### src/rtl/axil_cmd_master_if.sv
// Command, response and AXI4-Lite signal bundle for axil_cmd_master.
// master = initiator side, slave = controller/responder side.
interface axil_cmd_master_if #(
   parameter int ADDR_W = 12,
   parameter int DATA_W = 32
);
   localparam int STRB_W = DATA_W / 8;

   logic              cmd_valid;
   logic              cmd_ready;
   logic              cmd_write;
   logic [ADDR_W-1:0] cmd_addr;
   logic [DATA_W-1:0] cmd_wdata;
   logic [STRB_W-1:0] cmd_wstrb;

   logic              rsp_valid;
   logic              rsp_ready;
   logic              rsp_write;
   logic [DATA_W-1:0] rsp_rdata;
   logic [1:0]        rsp_resp;
   logic              busy;

   logic [ADDR_W-1:0] awaddr;
   logic              awvalid;
   logic              awready;
   logic [DATA_W-1:0] wdata;
   logic [STRB_W-1:0] wstrb;
   logic              wvalid;
   logic              wready;
   logic [1:0]        bresp;
   logic              bvalid;
   logic              bready;
   logic [ADDR_W-1:0] araddr;
   logic              arvalid;
   logic              arready;
   logic [DATA_W-1:0] rdata;
   logic [1:0]        rresp;
   logic              rvalid;
   logic              rready;

   modport master (
      input  cmd_valid, cmd_write, cmd_addr,
      input  cmd_wdata, cmd_wstrb,
      output cmd_ready,
      output rsp_valid, rsp_write, rsp_rdata,
      output rsp_resp, busy,
      input  rsp_ready,
      output awaddr, awvalid,
      input  awready,
      output wdata, wstrb, wvalid,
      input  wready,
      input  bresp, bvalid,
      output bready,
      output araddr, arvalid,
      input  arready,
      input  rdata, rresp, rvalid,
      output rready
   );

   modport slave (
      output cmd_valid, cmd_write, cmd_addr,
      output cmd_wdata, cmd_wstrb,
      input  cmd_ready,
      input  rsp_valid, rsp_write, rsp_rdata,
      input  rsp_resp, busy,
      output rsp_ready,
      input  awaddr, awvalid,
      output awready,
      input  wdata, wstrb, wvalid,
      output wready,
      output bresp, bvalid,
      input  bready,
      input  araddr, arvalid,
      output arready,
      output rdata, rresp, rvalid,
      input  rready
   );
endinterface

### src/rtl/axil_cmd_master.sv
// Single-outstanding AXI4-Lite initiator driven by a valid/ready
// command port, with a registered response port.
module axil_cmd_master #(
   parameter int ADDR_W = 12,
   parameter int DATA_W = 32
) (
   input  logic              aclk,
   input  logic              aresetn,
   axil_cmd_master_if.master bus
);
   localparam int STRB_W = DATA_W / 8;

   typedef enum logic [2:0] {
      S_IDLE,
      S_WR,
      S_WB,
      S_RA,
      S_RD,
      S_RSP
   } state_t;

   state_t r_state;
   state_t w_next;

   logic [ADDR_W-1:0] r_addr;
   logic [DATA_W-1:0] r_wdata;
   logic [STRB_W-1:0] r_wstrb;
   logic              r_awvalid;
   logic              r_wvalid;
   logic              r_arvalid;
   logic              r_aw_done;
   logic              r_w_done;
   logic              r_rsp_write;
   logic [DATA_W-1:0] r_rsp_rdata;
   logic [1:0]        r_rsp_resp;

   logic w_cmd_hs;
   logic w_aw_hs;
   logic w_w_hs;
   logic w_aw_all;
   logic w_w_all;
   logic w_b_hs;
   logic w_ar_hs;
   logic w_r_hs;
   logic w_rsp_hs;

   // cmd_ready is held low for as long as reset is asserted
   assign bus.cmd_ready = (r_state == S_IDLE) & aresetn;
   assign bus.busy      = (r_state != S_IDLE);
   assign bus.bready    = (r_state == S_WB);
   assign bus.rready    = (r_state == S_RD);
   assign bus.rsp_valid = (r_state == S_RSP);
   assign bus.rsp_write = r_rsp_write;
   assign bus.rsp_rdata = r_rsp_rdata;
   assign bus.rsp_resp  = r_rsp_resp;
   assign bus.awaddr    = r_addr;
   assign bus.araddr    = r_addr;
   assign bus.awvalid   = r_awvalid;
   assign bus.wvalid    = r_wvalid;
   assign bus.arvalid   = r_arvalid;
   assign bus.wdata     = r_wdata;
   assign bus.wstrb     = r_wstrb;

   assign w_cmd_hs = bus.cmd_valid & bus.cmd_ready;
   assign w_aw_hs  = r_awvalid & bus.awready;
   assign w_w_hs   = r_wvalid & bus.wready;
   assign w_aw_all = r_aw_done | w_aw_hs;
   assign w_w_all  = r_w_done | w_w_hs;
   assign w_b_hs   = bus.bready & bus.bvalid;
   assign w_ar_hs  = r_arvalid & bus.arready;
   assign w_r_hs   = bus.rready & bus.rvalid;
   assign w_rsp_hs = bus.rsp_valid & bus.rsp_ready;

   always_ff @(posedge aclk or negedge aresetn) begin
      if (!aresetn) begin
         r_state <= S_IDLE;
      end else begin
         r_state <= w_next;
      end
   end

   always_comb begin
      w_next = r_state;
      unique case (r_state)
         S_IDLE: begin
            if (w_cmd_hs) begin
               w_next = bus.cmd_write ? S_WR : S_RA;
            end
         end
         S_WR: begin
            if (w_aw_all && w_w_all) begin
               w_next = S_WB;
            end
         end
         S_WB: begin
            if (w_b_hs) begin
               w_next = S_RSP;
            end
         end
         S_RA: begin
            if (w_ar_hs) begin
               w_next = S_RD;
            end
         end
         S_RD: begin
            if (w_r_hs) begin
               w_next = S_RSP;
            end
         end
         S_RSP: begin
            if (w_rsp_hs) begin
               w_next = S_IDLE;
            end
         end
         default: w_next = S_IDLE;
      endcase
   end

   always_ff @(posedge aclk or negedge aresetn) begin
      if (!aresetn) begin
         r_addr      <= '0;
         r_wdata     <= '0;
         r_wstrb     <= '0;
         r_awvalid   <= 1'b0;
         r_wvalid    <= 1'b0;
         r_arvalid   <= 1'b0;
         r_aw_done   <= 1'b0;
         r_w_done    <= 1'b0;
         r_rsp_write <= 1'b0;
         r_rsp_rdata <= '0;
         r_rsp_resp  <= 2'b00;
      end else begin
         if (w_cmd_hs) begin
            r_addr      <= bus.cmd_addr;
            r_wdata     <= bus.cmd_write ? bus.cmd_wdata : '0;
            r_wstrb     <= bus.cmd_write ? bus.cmd_wstrb : '0;
            r_awvalid   <= bus.cmd_write;
            r_wvalid    <= bus.cmd_write;
            r_arvalid   <= ~bus.cmd_write;
            r_aw_done   <= 1'b0;
            r_w_done    <= 1'b0;
            r_rsp_write <= bus.cmd_write;
         end
         // AW and W retire independently; either may finish first
         if (w_aw_hs) begin
            r_awvalid <= 1'b0;
            r_aw_done <= 1'b1;
         end
         if (w_w_hs) begin
            r_wvalid <= 1'b0;
            r_w_done <= 1'b1;
         end
         if (w_ar_hs) begin
            r_arvalid <= 1'b0;
         end
         if (w_b_hs) begin
            r_rsp_rdata <= '0;
            r_rsp_resp  <= bus.bresp;
         end
         if (w_r_hs) begin
            r_rsp_rdata <= bus.rdata;
            r_rsp_resp  <= bus.rresp;
         end
      end
   end
endmodule

### src/flat_wrapper.sv
// flat-port wrapper written by rule: the top's interface ports become plain ports
module axil_cmd_master_flat 
#(
   parameter int ADDR_W = 12,
   parameter int DATA_W = 32
)
  (aclk, aresetn, bus_cmd_valid, bus_cmd_write, bus_cmd_addr, bus_cmd_wdata, bus_cmd_wstrb, bus_cmd_ready, bus_rsp_valid, bus_rsp_write, bus_rsp_rdata, bus_rsp_resp, bus_busy, bus_rsp_ready, bus_awaddr, bus_awvalid, bus_awready, bus_wdata, bus_wstrb, bus_wvalid, bus_wready, bus_bresp, bus_bvalid, bus_bready, bus_araddr, bus_arvalid, bus_arready, bus_rdata, bus_rresp, bus_rvalid, bus_rready);
  axil_cmd_master_if #(.ADDR_W(ADDR_W), .DATA_W(DATA_W)) bus_i ();
  input  logic aclk;
  input  logic aresetn;
  input wire logic [$bits(bus_i.cmd_valid)-1:0] bus_cmd_valid;
  input wire logic [$bits(bus_i.cmd_write)-1:0] bus_cmd_write;
  input wire logic [$bits(bus_i.cmd_addr)-1:0] bus_cmd_addr;
  input wire logic [$bits(bus_i.cmd_wdata)-1:0] bus_cmd_wdata;
  input wire logic [$bits(bus_i.cmd_wstrb)-1:0] bus_cmd_wstrb;
  output wire logic [$bits(bus_i.cmd_ready)-1:0] bus_cmd_ready;
  output wire logic [$bits(bus_i.rsp_valid)-1:0] bus_rsp_valid;
  output wire logic [$bits(bus_i.rsp_write)-1:0] bus_rsp_write;
  output wire logic [$bits(bus_i.rsp_rdata)-1:0] bus_rsp_rdata;
  output wire logic [$bits(bus_i.rsp_resp)-1:0] bus_rsp_resp;
  output wire logic [$bits(bus_i.busy)-1:0] bus_busy;
  input wire logic [$bits(bus_i.rsp_ready)-1:0] bus_rsp_ready;
  output wire logic [$bits(bus_i.awaddr)-1:0] bus_awaddr;
  output wire logic [$bits(bus_i.awvalid)-1:0] bus_awvalid;
  input wire logic [$bits(bus_i.awready)-1:0] bus_awready;
  output wire logic [$bits(bus_i.wdata)-1:0] bus_wdata;
  output wire logic [$bits(bus_i.wstrb)-1:0] bus_wstrb;
  output wire logic [$bits(bus_i.wvalid)-1:0] bus_wvalid;
  input wire logic [$bits(bus_i.wready)-1:0] bus_wready;
  input wire logic [$bits(bus_i.bresp)-1:0] bus_bresp;
  input wire logic [$bits(bus_i.bvalid)-1:0] bus_bvalid;
  output wire logic [$bits(bus_i.bready)-1:0] bus_bready;
  output wire logic [$bits(bus_i.araddr)-1:0] bus_araddr;
  output wire logic [$bits(bus_i.arvalid)-1:0] bus_arvalid;
  input wire logic [$bits(bus_i.arready)-1:0] bus_arready;
  input wire logic [$bits(bus_i.rdata)-1:0] bus_rdata;
  input wire logic [$bits(bus_i.rresp)-1:0] bus_rresp;
  input wire logic [$bits(bus_i.rvalid)-1:0] bus_rvalid;
  output wire logic [$bits(bus_i.rready)-1:0] bus_rready;
  assign bus_i.cmd_valid = bus_cmd_valid;
  assign bus_i.cmd_write = bus_cmd_write;
  assign bus_i.cmd_addr = bus_cmd_addr;
  assign bus_i.cmd_wdata = bus_cmd_wdata;
  assign bus_i.cmd_wstrb = bus_cmd_wstrb;
  assign bus_cmd_ready = bus_i.cmd_ready;
  assign bus_rsp_valid = bus_i.rsp_valid;
  assign bus_rsp_write = bus_i.rsp_write;
  assign bus_rsp_rdata = bus_i.rsp_rdata;
  assign bus_rsp_resp = bus_i.rsp_resp;
  assign bus_busy = bus_i.busy;
  assign bus_i.rsp_ready = bus_rsp_ready;
  assign bus_awaddr = bus_i.awaddr;
  assign bus_awvalid = bus_i.awvalid;
  assign bus_i.awready = bus_awready;
  assign bus_wdata = bus_i.wdata;
  assign bus_wstrb = bus_i.wstrb;
  assign bus_wvalid = bus_i.wvalid;
  assign bus_i.wready = bus_wready;
  assign bus_i.bresp = bus_bresp;
  assign bus_i.bvalid = bus_bvalid;
  assign bus_bready = bus_i.bready;
  assign bus_araddr = bus_i.araddr;
  assign bus_arvalid = bus_i.arvalid;
  assign bus_i.arready = bus_arready;
  assign bus_i.rdata = bus_rdata;
  assign bus_i.rresp = bus_rresp;
  assign bus_i.rvalid = bus_rvalid;
  assign bus_rready = bus_i.rready;
  axil_cmd_master #(.ADDR_W(ADDR_W), .DATA_W(DATA_W)) u_core (.aclk(aclk), .aresetn(aresetn), .bus(bus_i));
endmodule
### config.mk
export PLATFORM = sky130hd
export DESIGN_NAME = axil_cmd_master_flat
export DESIGN_NICKNAME = d
export VERILOG_FILES = /design/src/rtl/axil_cmd_master_if.sv /design/src/rtl/axil_cmd_master.sv /design/src/flat_wrapper.sv
export SDC_FILE = /design/constraint.sdc
export NUM_CORES = 1
export LEC_CHECK = 0
export BUFFER_PORTS_ARGS = -buffer_cell sky130_fd_sc_hd__buf_2
export CORE_ASPECT_RATIO = 0.7
export CORE_MARGIN = 3
export CORE_UTILIZATION = 40
export DETAILED_ROUTE_END_ITERATION = 6
export PLACE_DENSITY = 0.69
export SYNTH_ARGS = -nofsm -noshare
export SYNTH_HDL_FRONTEND = slang
export SYNTH_SLANG_ARGS = --single-unit
### constraint.sdc
create_clock -name aclk -period 2.1 [get_ports aclk]
set_input_delay 0 -clock aclk [delete_from_list [all_inputs] [get_ports aclk]]
set_output_delay 0 -clock aclk [all_outputs]
set_load 0.01 [all_outputs]
==> out/qor.yml, run 1 <==
status: "finished, final reports clean"
rr_startpoint: "u_core.r_state[0]"
cts.path.max_buffers: 2
slew_headroom: 0.447
r2r_end: "u_core.bus.araddr[1]"
fillCellCount: 764
worst_pin_slew_ns: 0.829
grt_antenna_before_repair: 0
seq_power_share: 0.405
drc: 0
path_clk_slew_ns: 0.06
synth_top_area_frac: 0.580
die_w_um: 124
rr_worst_depth: 4
die-area_um2: 11100
postSynth.asyncResetShare: 1.00
drv_cap: 0
synth_cell_types: 34
drive_gt1_frac: 0.352
grt_use_total: 0.219
power.share.clock: 0.199
overflow: 0
fp.dieH_um: 88.9
drtIter0Drc: 270
gp_congestion: 0.851
ys.flop_type: "dfrtp_1"
ys_warn_count: 0
coreArea_um2: 9290
synth-edff-count: 0
grt_first_pass_wirelength_mm: 19.4
crit_arrival_ns: 1.76
cts_tree: "yes"
clock-root-buffer: "clkbuf_16"
clock-sinks: 91
yosys-top-cells-area: "dfrtp_1 (58%), o21ai_0 (14%), nand2_1 (10%)"
setup_viol: 0
critPathRequiredTime_ns: 2.10
path_class: "reg -> out"
fin_tns_setup_ns: 0
layout.area.seq_um2: 2280
p_switching_mw: 2.85
clk_latency_ns: 0.34
placementRows: 29
first_global_vias: 3870
ys_seq_area_frac: 0.580
port-buffer-count: 196
yosysTopAreaCell: "dfrtp_1"
hp-class: "in -> async"
syn_area_um2: 3930
post-route-period-util: 0.836
start_util: 0.423
routed.top_layer: "met4"
r2r_slack_ns: 0.40
fmax_mhz: 569
critPathLaunchType: "register"
finalHoldViolCount: 0
grt_start_max_net_pins: 67
grt_setup_unrepaired: "no"
maxSlewViolCount: 0
synth_nets: 493
vdd_drop_max_mv: 0.510
timing.hold.ws_ns: 0.130
routedWlPerCell_um: 15.0
routed_via_density: 4.87
syn-instance-count: 399
first_pass_iters: 5
p_per_area_nw_per_um2: 1240
syn_avg_cell_area_um2: 9.84
end_kind: "output pin"
nets: 756
wl_met3_um: 685
cellLeakagePower_nw: 3.06
htreeDepth: 3
drt-total-wl_mm: 11.8
swShare: 0.380
crit_fanout: 39
numCtsBuffers: 9
p_comb_frac: 0.397
n_antenna_cell: 0
finalClockSkew_ns: 0.0107
syn2layout_area_growth_pct: 54.3
wl_met1_mm: 4.91
multi_input_area_um2: 1390
dp_hpwl_mm: 7.45
finalCriticalPeriod_ns: 1.76
ys_ff_latch: 91
power.internal_mw: 4.65
dr_wl_met2_mm: 6.08
via_count: 3851
top_level_ports: 197
postRouteAntennaNets: 0
==> final cells by class <==
cell class              instances  area share
clock buffers                   9      0.0372
clock inverters                 7     0.00868
inverters                       3     0.00186
multi-input cells             264       0.229
flip-flops and latches         91       0.376
well taps                     124      0.0256
repair buffers                293       0.322
==> Yosys cell counts, types with 3 or more instances <==
library cell and instances:
nand2_1 109, buf_4 17, clkbuf_1 15, o211a_1 3, mux2_2 6, nor2_1 3, o21ai_0 107, and2_1 3
dfrtp_1 91, nor2b_1 3, a21oi_1 3, buf_2 7, mux2_4 6
==> per-layer routing <==
metal  track usage  vias up
met3        0.0555       14
met2         0.383      133
li1              -     1862
met1         0.272     1842
met4        0.0687        0
met5             0        -
==> power by group through the flow <==
stage          Combinational (mW)  Sequential, mW  Clock [mW]
5_1_grt                      3.29            3.14        1.61
3_5_place_dp                 2.86            3.03           0
2_1_floorplan                1.42            3.30           0
4_1_cts                      2.98            3.02        1.54
3_3_place_gp                 2.78            3.00           0
6_report                     2.97            3.03        1.49
==> layout by cell type, fill, tap and decap left out, types with 3 or more instances in the layout <==
master / n
a21oi_1: 3
and2_1: 3
buf_2: 195
buf_4: 7
clkbuf_16: 9
clkinvlp_4: 4
dfrtp_1: 91
dlygate4sd3_1: 90
mux2_2: 6
mux2_4: 6
nand2_1: 109
nor2_1: 3
nor2b_1: 3
o211a_1: 3
o21ai_0: 107
==> what timing repair did <==
item	in CTS	in global routing
hold buffers	90	0
resized for setup	0	0
endpoints found under the hold margin	114	0
endpoints found under the setup margin	0	0
setup buffers	0	0
==> worst max-delay path by stage <==
stage | start | cells after the start | end
finish | u_core.r_state[0] | 4 | bus_busy
detailed placement | u_core.r_state[0] | 4 | u_core.bus.araddr[1]
CTS | u_core.r_state[0] | 4 | bus_busy
global route | u_core.r_state[0] | 4 | bus_busy
global placement | u_core.r_state[0] | 4 | u_core.bus.araddr[1]
floorplan | u_core.r_state[1] | 6 | u_core.bus.araddr[10]
==> through the flow <==
step                std cells  power (mW)  cell area [um2]   util  setup WS [ns]
floorplan                 399        4.73             3930      -          0.590
global placement          685        5.78             4880  0.525          0.480
detailed placement        685        5.88             4880  0.525          0.391
CTS                       791        7.54             6060  0.652          0.346
global route              791        8.04             6060  0.652          0.242
finish                    791        7.50             6060  0.652          0.344
==> kinds of logic (layout without fill, tap and decap cells) <==
kind of cell | after synthesis | count (layout) | share of synthesized area
flops | 91 | 91 | 0.580
simple gates | 131 | 131 | 0.147
compound gates | 121 | 121 | 0.166
buf+inv | 44 | 312 | 0.0666
mux | 12 | 12 | 0.0402
==> registers in the layout, indices dropped and copies added, names as in the netlist <==
name / flops
u_core.bus.araddr: 12
u_core.bus.arvalid: 1
u_core.bus.awvalid: 1
u_core.bus.rsp_rdata: 32
u_core.bus.rsp_resp: 2
u_core.bus.rsp_write: 1
u_core.bus.wdata: 32
u_core.bus.wstrb: 4
u_core.bus.wvalid: 1
u_core.r_aw_done: 1
u_core.r_state: 3
u_core.r_w_done: 1
==> worst max-delay path: stages (launching register included) <==
cell and delay [ns]:
dfrtp_1 0.63, nor3_4 0.08, inv_2 0.14, buf_4 0.35
buf_2 0.20
(Power assumes the default switching activity.)
==> run 2: changes to the inputs <==
clock period = 1.65 ns   (was 2.1 ns; I/O delays follow)
==> run 2 against run 1 <==
- worst hold slack worse by 0.066 ns
- total power grew 35%
- sequential power grew 25%
- worst setup slack worse by 0.25 ns
- final cell count rose by 0.88%
- first-iteration DRC count down 29%
- critical path depth did not move
- routed wire length fell by 1.5%
- core utilization is 1.4 points higher
- register-to-register slack lost 0.31 ns
- sequential share of layout area fell by 0.78 points
- count of clock-buffer cells in the layout up 3
- largest cell class unchanged
==> out/qor.yml, run 2 (synthesis gave the netlist of run 1 again) <==
postRouteAntennaNets: 0
dp_hpwl_mm: 7.55
status: "finished, final reports clean"
nets: 763
drc: 0
drv_cap: 0
hp-class: "in -> reg"
clk_latency_ns: 0.33
p_comb_frac: 0.388
placementRows: 29
power.share.clock: 0.237
grt_use_total: 0.211
clock-sinks: 91
finalCriticalPeriod_ns: 1.56
top_level_ports: 197
routed_via_density: 4.84
layout.area.seq_um2: 2280
layout_commonest_cell: "buf_2"
multi_input_area_um2: 1390
maxSlewViolCount: 0
power.internal_mw: 6.56
seq_power_share: 0.375
rr_startpoint: "u_core.r_state[0]"
drtIter0Drc: 192
first_pass_iters: 4
cts.path.max_buffers: 2
first_global_vias: 3936
final_cell_mix: "buf_2 (195), nand2_1 (109), o21ai_0 (106)"
finalClockSkew_ns: 0.00682
grt_antenna_before_repair: 0
min_from: "bus_cmd_write"
fp.dieH_um: 88.9
crit_arrival_ns: 1.76
grt_start_max_net_pins: 63
n_antenna_cell: 0
numCtsBuffers: 9
worst_pin_slew_ns: 0.756
fin_tns_setup_ns: 0
die-area_um2: 11100
finalNonFillerCells: 798
path_class: "reg -> reg"
drt-total-wl_mm: 11.7
clock-root-buffer: "clkbuf_16"
cts_tree: "yes"
post-route-period-util: 0.942
setup_viol: 0
path_clk_slew_ns: 0.06
end_kind: "register"
p_switching_mw: 3.55
finalHoldViolCount: 0
grt_first_pass_wirelength_mm: 18.9
syn2layout_area_growth_pct: 57.6
crit_fanout: 16
critPathLaunchType: "register"
critPathRequiredTime_ns: 1.86
port-buffer-count: 196
swShare: 0.351
vdd_drop_max_mv: 0.768
p_per_area_nw_per_um2: 1630
cellLeakagePower_nw: 3.14
htreeDepth: 3
routedWlPerCell_um: 14.6
coreArea_um2: 9290
grt_setup_unrepaired: "no"
via_count: 3860
drive_gt1_frac: 0.359
gp_congestion: 0.839
slew_headroom: 0.496
start_util: 0.423
critPathLaunch: "u_core.r_state[0]"
fmax_mhz: 643
die_w_um: 124
fillCellCount: 731
placedCellCount: 692
overflow: 0
==> run 2: timing repair <==
item	CTS	global route
buffers inserted	0	0
resized for setup	0	2
hold buffers	90	0
hold endpoints to repair	180	0
endpoints found under the setup margin	0	2
==> run 2: worst paths after layout <==
check                                            end  slack, ns  depth (start not counted)
worst max-delay path            u_core.bus.araddr[2]       0.09                          4
worst min-delay path            u_core.bus.wdata[18]       0.06                          3
worst max register to register  u_core.bus.araddr[2]       0.09                          4
worst min register to register   u_core.bus.wdata[3]       0.49                          2
max in group asynchronous       u_core.bus.wdata[10]       0.71                          3
min in group asynchronous          u_core.r_state[1]       0.29                          3
==> run 2: power by group through the flow <==
stage          Sequential (mW)  Clock (mW)  Combinational [mW]
6_report                  3.79        2.40                3.92
4_1_cts                   3.78        2.48                3.90
3_3_place_gp              3.78           0                3.64
5_1_grt                   3.92        2.55                4.34
2_1_floorplan             4.20           0                1.81
3_5_place_dp              3.80           0                3.74
==> run 2: worst max-delay path: stages, from the launching register on <==
cell     delay, ns
dfrtp_1       0.47
nor3_4        0.17
inv_2         0.11
nor2_8        0.30
mux2_2        0.37
==> run 2: per-layer routing <==
metal	vias to the layer above	share of wire	GRT usage
li1	1874	-	-
met5	-	0	0
met4	0	0.020	0.0597
met1	1797	0.43	0.259
met2	165	0.49	0.376
met3	24	0.060	0.0537
==> run 2: layout make-up <==
class	instances	area share
inverter	3	0.00182
clock inverter	4	0.0154
clock buffer	12	0.0431
sequential	91	0.368
tap	124	0.0251
multi-input combinational	264	0.224
timing repair buffer	300	0.322
==> run 2: through the flow <==
| step | util | power (mW) | setup slack (ns) | hold WS [ns] | cell area, um2 |
|---|---|---|---|---|---|
| floorplan | - | 6.01 | 0.140 | -0.296 | 3930 |
| global placement | 0.529 | 7.42 | 0.152 | 0.0917 | 4920 |
| detailed placement | 0.529 | 7.53 | 0.116 | 0.0975 | 4920 |
| CTS | 0.665 | 10.2 | 0.0735 | 0.0462 | 6180 |
| global route | 0.666 | 10.8 | 0.00270 | 0.0868 | 6180 |
| finish | 0.666 | 10.1 | 0.0949 | 0.0634 | 6180 |
